[config.mk]
export PLATFORM = sky130hd
export DESIGN_NAME = hyper_rd_streamer
export DESIGN_NICKNAME = d
export VERILOG_FILES = /design/src/rtl/hyper_rd_streamer.sv
export SDC_FILE = /design/constraint.sdc
export NUM_CORES = 1
export LEC_CHECK = 0
export ABC_AREA = 0
export ABC_CLOCK_PERIOD_IN_PS = 3350
export BUFFER_PORTS_ARGS = -buffer_cell sky130_fd_sc_hd__buf_4
export CORE_MARGIN = 10
export CORE_UTILIZATION = 30
export CTS_CLUSTER_DIAMETER = 50
export DETAILED_ROUTE_END_ITERATION = 8
export REMOVE_ABC_BUFFERS = 1
export SKIP_LAST_GASP = 1
export SLEW_MARGIN = 20
export SYNTH_ARGS = -nofsm -noshare
export SYNTH_HDL_FRONTEND = slang
export SYNTH_SLANG_ARGS = --single-unit
[constraint.sdc]
create_clock -name clk -period 3.35 [get_ports clk]
set_input_delay 0.1675 -clock clk [delete_from_list [all_inputs] [get_ports clk]]
set_output_delay 0.1675 -clock clk [all_outputs]
set_load 0.01 [all_outputs]
[src/rtl/hyper_rd_streamer.sv]
// hyper_rd_streamer: buffers 32-bit read words from hyper_xface in a small
// FIFO and streams them out byte by byte through the uart_tx handshake.
// Optional feature macro: HYPER_RD_STREAMER_TRAILER_EN appends one XOR
// checksum byte after every burst (a burst ends when a word completes and
// the FIFO is empty).
module hyper_rd_streamer #(
    parameter int DEPTH     = 16,
    parameter bit MSB_FIRST = 1'b1
) (
    input  logic                     clk,
    input  logic                     reset,
    input  logic [31:0]              rd_d,
    input  logic                     rd_rdy,
    input  logic                     tx_ready,
    output logic                     tx_start,
    output logic [7:0]               tx_data,
    output logic [$clog2(DEPTH):0]   fifo_count,
    output logic                     overflow,
    output logic                     busy
);

    localparam int AW = $clog2(DEPTH);
    localparam int CW = AW + 1;

    typedef enum logic [2:0] {
        IDLE,
        START,
        WAIT_LOW,
        WAIT_HIGH
`ifdef HYPER_RD_STREAMER_TRAILER_EN
        ,
        TRAILER
`endif
    } state_t;

    state_t          state_q, state_d;
    logic [AW-1:0]   wr_ptr_q, wr_ptr_d;
    logic [AW-1:0]   rd_ptr_q, rd_ptr_d;
    logic [CW-1:0]   count_q, count_d;
    logic [31:0]     sh_q, sh_d;
    logic [1:0]      idx_q, idx_d;
    logic            tx_start_q, tx_start_d;
    logic            ovf_q, ovf_d;
    logic [31:0]     mem_q [DEPTH];
`ifdef HYPER_RD_STREAMER_TRAILER_EN
    logic [7:0]      acc_q, acc_d;
    logic            trl_q, trl_d;
`endif

    logic            full, empty, push, pop;
    logic [7:0]      cur_byte;
    logic [31:0]     sh_shift;

    assign full     = (count_q == CW'(DEPTH));
    assign empty    = (count_q == '0);
    assign cur_byte = MSB_FIRST ? sh_q[31:24] : sh_q[7:0];
    assign sh_shift = MSB_FIRST ? {sh_q[23:0], 8'h00} : {8'h00, sh_q[31:8]};

    // A pop in the same cycle frees the slot, so a full FIFO still accepts
    // the incoming word; the head is read before the write lands.
    assign push = rd_rdy && (!full || pop);

    // FSM next state, pop decision and byte sequencing
    always_comb begin
        state_d    = state_q;
        sh_d       = sh_q;
        idx_d      = idx_q;
        tx_start_d = 1'b0;
        pop        = 1'b0;
`ifdef HYPER_RD_STREAMER_TRAILER_EN
        acc_d      = acc_q;
        trl_d      = trl_q;
`endif
        case (state_q)
            IDLE: begin
                if (!empty && tx_ready) begin
                    pop     = 1'b1;
                    sh_d    = mem_q[rd_ptr_q];
                    idx_d   = 2'd0;
                    state_d = START;
                end
            end
            START: begin
                // Never strobe the uart while it reports itself busy.
                if (tx_ready) begin
                    tx_start_d = 1'b1;
                    state_d    = WAIT_LOW;
`ifdef HYPER_RD_STREAMER_TRAILER_EN
                    if (!trl_q) acc_d = acc_q ^ cur_byte;
`endif
                end
            end
            WAIT_LOW: begin
                if (!tx_ready) state_d = WAIT_HIGH;
            end
            WAIT_HIGH: begin
                if (tx_ready) begin
`ifdef HYPER_RD_STREAMER_TRAILER_EN
                    if (trl_q) begin
                        trl_d   = 1'b0;
                        state_d = IDLE;
                    end else if (idx_q != 2'd3) begin
                        sh_d    = sh_shift;
                        idx_d   = idx_q + 2'd1;
                        state_d = START;
                    end else if (empty) begin
                        state_d = TRAILER;
                    end else begin
                        state_d = IDLE;
                    end
`else
                    if (idx_q != 2'd3) begin
                        sh_d    = sh_shift;
                        idx_d   = idx_q + 2'd1;
                        state_d = START;
                    end else begin
                        state_d = IDLE;
                    end
`endif
                end
            end
`ifdef HYPER_RD_STREAMER_TRAILER_EN
            TRAILER: begin
                // Checksum goes in the leading byte lane; accumulator restarts.
                sh_d    = MSB_FIRST ? {acc_q, 24'h0} : {24'h0, acc_q};
                acc_d   = 8'h00;
                trl_d   = 1'b1;
                state_d = START;
            end
`endif
            default: state_d = IDLE;
        endcase
    end

    // FIFO pointer, occupancy and sticky overflow bookkeeping
    always_comb begin
        wr_ptr_d = push ? wr_ptr_q + AW'(1) : wr_ptr_q;
        rd_ptr_d = pop  ? rd_ptr_q + AW'(1) : rd_ptr_q;
        case ({push, pop})
            2'b10:   count_d = count_q + CW'(1);
            2'b01:   count_d = count_q - CW'(1);
            default: count_d = count_q;
        endcase
        ovf_d = ovf_q | (rd_rdy && full && !pop);
    end

    // State registers with synchronous reset
    always_ff @(posedge clk) begin
        if (reset) begin
            state_q    <= IDLE;
            wr_ptr_q   <= '0;
            rd_ptr_q   <= '0;
            count_q    <= '0;
            sh_q       <= '0;
            idx_q      <= '0;
            tx_start_q <= 1'b0;
            ovf_q      <= 1'b0;
`ifdef HYPER_RD_STREAMER_TRAILER_EN
            acc_q      <= '0;
            trl_q      <= 1'b0;
`endif
        end else begin
            state_q    <= state_d;
            wr_ptr_q   <= wr_ptr_d;
            rd_ptr_q   <= rd_ptr_d;
            count_q    <= count_d;
            sh_q       <= sh_d;
            idx_q      <= idx_d;
            tx_start_q <= tx_start_d;
            ovf_q      <= ovf_d;
`ifdef HYPER_RD_STREAMER_TRAILER_EN
            acc_q      <= acc_d;
            trl_q      <= trl_d;
`endif
        end
    end

    // FIFO storage; contents need no reset since the pointers define validity
    always_ff @(posedge clk) begin
        if (!reset && push) mem_q[wr_ptr_q] <= rd_d;
    end

    assign tx_start   = tx_start_q;
    assign tx_data    = cur_byte;
    assign fifo_count = count_q;
    assign overflow   = ovf_q;
    assign busy       = !empty || (state_q != IDLE);

endmodule

==> insert_results.sql <==
INSERT INTO impl_metrics (metric_group, metric, value, unit) VALUES
('placed_design', 'detailedPlacementHpwl', '31.52', 'mm'),
('timing', 'fin_setup_tns', '0', 'ps'),
('power', 'power.leakage', '8.168', 'nW'),
('placed_design', 'routabilityCongestion', '0.7505', ''),
('logic_synthesis', 'synthFlopType', 'edfxtp_1', ''),
('logic_synthesis', 'synth-seq-cells', '567', ''),
('power', 'power.clock.fraction', '0.379', ''),
('logic_synthesis', 'synth-warning-count', '0', ''),
('power', 'power.share.combinational', '0.146', ''),
('run_status', 'result_of_the_run', 'finished clean', ''),
('routing', 'detail_route.vias_per_cell', '4.927', ''),
('worst_setup_path', 'type_of_origin_of_the_critical_path', 'register', ''),
('logic_synthesis', 'synth_enable_flop_cells', '512', ''),
('placed_design', 'place_ws', '796.3', 'ps'),
('timing', 'timing.fmax', '381.3', 'MHz'),
('layout', 'area_delta_synth_final', '19.11', '%'),
('placed_design', 'placement.io_buffers', '51', ''),
('layout', 'antenna_diode_count', '0', ''),
('timing', 'post-route-worst-setup-slack', '727.4', 'ps'),
('hold_path', 'worstHoldStart', 'rd_rdy', ''),
('global_routing', 'maximum_number_of_pins_on_one_net_before_global_route_repair', '59', ''),
('layout', 'final_layout_size_suffix_gt1_frac', '0.1908', ''),
('layout', 'finish.utilization', '0.3613', ''),
('logic_synthesis', 'synth-async-reset-ratio', '0', ''),
('clocking', 'clock_sinks', '567', ''),
('logic_synthesis', 'ys_types', '43', ''),
('power', 'power.total', '17.39', 'mW'),
('clocking', 'postCtsResizedCells', '0', ''),
('floorplan', 'die_ht', '292.1', 'microns'),
('logic_synthesis', 'synthDominantAreaCellType', 'edfxtp_1', ''),
('logic_synthesis', 'synth.cell_area', '0.02221', 'sq mm'),
('clocking', 'post-cts-setup-buffer-count', '0', ''),
('worst_setup_path', 'critical_path_required', '3840', 'ps'),
('global_routing', 'global_route_wire_length_before_repair', '78.87', 'mm'),
('worst_setup_path', 'cpPeakStageDelay', '610', 'ps'),
('clocking', 'worst_skew_pair.late_latency', '630', 'ps'),
('timing', 'fin_worst_skew', '24.94', 'ps'),
('logic_synthesis', 'synthCells', '1317', ''),
('routing', 'ant_nets', '0', ''),
('logic_synthesis', 'synth.top_cells.by_area', 'edfxtp_1 (69%), mux2i_1 (5.5%), dfxtp_1 (5.0%), mux4_2 (3.2%), a211oi_1 (2.5%)', ''),
('layout', 'layout.nets', '1473', ''),
('worst_setup_path', 'setup.worst_path.class', 'register to register', ''),
('clocking', 'cts_buffers', '61', ''),
('power', 'vdd.ir_drop.worst', '0.4715', 'mV'),
('timing', 'max_slew_margin', '0.4893', ''),
('floorplan', 'dieWidth', '292.1', 'microns'),
('floorplan', 'die_area', '0.08530', 'sq mm'),
('power', 'power.switching_fraction', '0.2605', ''),
('worst_setup_path', 'timing.critical_path.from', 'fifo_count[0]', ''),
('placed_design', 'place_area', '0.02413', 'sq mm'),
('power', 'power_per_cell_area', '657.5', 'mW/mm^2'),
('worst_setup_path', 'cpMaxStageDelayCell', 'or4_4', ''),
('floorplan', 'io_pins', '52', ''),
('floorplan', 'floorplan.core_area', '0.07321', 'sq mm'),
('timing', 'post-route-period-util', '0.7829', ''),
('timing', 'transition_at_the_pin_with_the_smallest_max_transition_slack', '764.5', 'ps'),
('worst_setup_path', 'r2r-start', 'fifo_count[0]', ''),
('routing', 'route.detailed.wl_per_inst', '21.33', 'microns'),
('global_routing', 'grt_pass1_vias', '12337', ''),
('power', 'p_switching', '4.531', 'mW'),
('worst_setup_path', 'critical-path-top-cell-by-count', 'xnor2_1', ''),
('power', 'internal_power', '12.86', 'mW'),
('layout', 'stdcell_area', '0.02645', 'sq mm'),
('timing', 'timing.final.max_slew_violations', '0', ''),
('clocking', 'clock_tree.root_cell', 'clkbuf_16', ''),
('global_routing', 'grtUsageTotal', '0.1196', ''),
('floorplan', 'floorplan.rows', '99', ''),
('worst_setup_path', 'critPathCaptureType', 'register', ''),
('routing', 'drt-total-wl', '51.98', 'mm'),
('timing', 'number_of_failing_setup_endpoints_in_the_final_timing_report', '0', ''),
('worst_setup_path', 'worstPathArrival', '3110', 'ps');
[worst paths after layout]
path	depth (start not counted)	to	slack [ps]
worst max-delay path	8	fifo_count[2]	730
worst max register to register	8	fifo_count[2]	730
worst min-delay path	5	fifo_count[2]	80
worst min register to register	2	overflow	490
[metrics by stage]
stage / hold slack (ps) / std cells
after floorplan: 235.4 / 1223
after global placement: 474.5 / 2289
final: 76.66 / 2437
after detailed placement: 471.3 / 2289
after CTS: 17.93 / 2437
after global routing: 56.17 / 2437
[power by group through the flow]
stage / Clock (mW) / Combinational [mW] / Sequential [mW]
after global placement: 0 / 2.50 / 8.40
after floorplan: 0 / 1.61 / 8.48
after global routing: 7.02 / 2.76 / 8.30
after detailed placement: 0 / 2.54 / 8.42
after CTS: 6.73 / 2.58 / 8.27
final: 6.58 / 2.54 / 8.27
[what timing repair did]
action | in CTS | in global routing
hold buffers | 33 | 0
endpoints found under the hold margin | 513 | 0
setup endpoints to repair | 0 | 0
[synth_stat cells, types with 2 or more instances]
cell type and number:
edfxtp_1 512, o21ai_0 2, a22o_1 8, buf_2 23, nor2_1 67, nand2_1 23, a21oi_1 55, buf_4 8
ha_1 11, nor3_1 2, nor4_1 3, clkbuf_1 48, xor2_1 4, inv_1 7, a311oi_1 4, nand4_1 4
dfxtp_1 55, xnor2_1 5, mux4_2 32, a311oi_2 20, a31oi_1 27, a221oi_1 24, nor2b_1 78, a211oi_1 73
mux2i_1 123, buf_6 5, nand3_1 26, or2_2 3, a22oi_1 42, buf_1 10
[cells in the final DEF (no fill, tap or decap), drive strengths merged, types with 2 or more instances in the layout]
cell type      n
a22oi         42
buf          107
nor4           3
nand2         23
nand3         26
a22o           8
nor2b         78
a21oi         55
mux2i        123
or2            3
xnor2          5
clkinvlp       3
a211oi        74
inv           14
nor3           2
nor2          68
a221oi        24
mux4          32
clkbuf        75
clkinv        25
o21ai          2
a311oi        24
edfxtp       512
dfxtp         55
xor2           4
dlygate4sd3   33
nand4          4
bufinv         5
a31oi         27
ha            11
[flip-flops by register name, indices dropped and copies added, names as in the netlist, named ones only]
register	flops
overflow	1
rd_ptr_q	4
wr_ptr_q	4
sh_q	32
tx_start	1
fifo_count	5
state_q	2
mem_q	512
idx_q	2
[cell families (layout without fill, tap and decap cells)]
group,after synthesis,after routing,synth area share
DFF,567,567,0.7420
AOI/OAI and AO/OA,261,261,0.09027
and+or+nand+nor,213,213,0.04868
muxes,155,155,0.08790
buffers and inverters,101,262,0.02141
adders and majority gates,11,11,0.006198
xor gates and xnor gates,9,9,0.003550
[layer usage]
layer | up-vias | part of all wire | track usage
met5 | - | 0.00040 | 0
met4 | 4 | 0.020 | 0.03546
met3 | 75 | 0.049 | 0.01958
met2 | 271 | 0.50 | 0.2029
met1 | 6182 | 0.43 | 0.1553
li1 | 5476 | - | -
[worst max-delay path, delay by kind of cell, from the launching register on]
kind                       cells  cell delay (ps)
DFF                            1              380
AOI/OAI and AO/OA              2              610
and+or+nand+nor                3              960
xor gates and xnor gates       2              280
adders and majority gates      1              240
[area by class of cell]
type / count / area, sq um
flip-flops and latches: 567 / 16480
repair buffers: 140 / 1346
clock buffers: 75 / 1609
multi-input cells: 649 / 5406
fillers: 6757 / 46760
inverters: 7 / 26.28
clock inverters: 40 / 377.9
well taps: 959 / 1200
(Power assumes the default switching activity.)
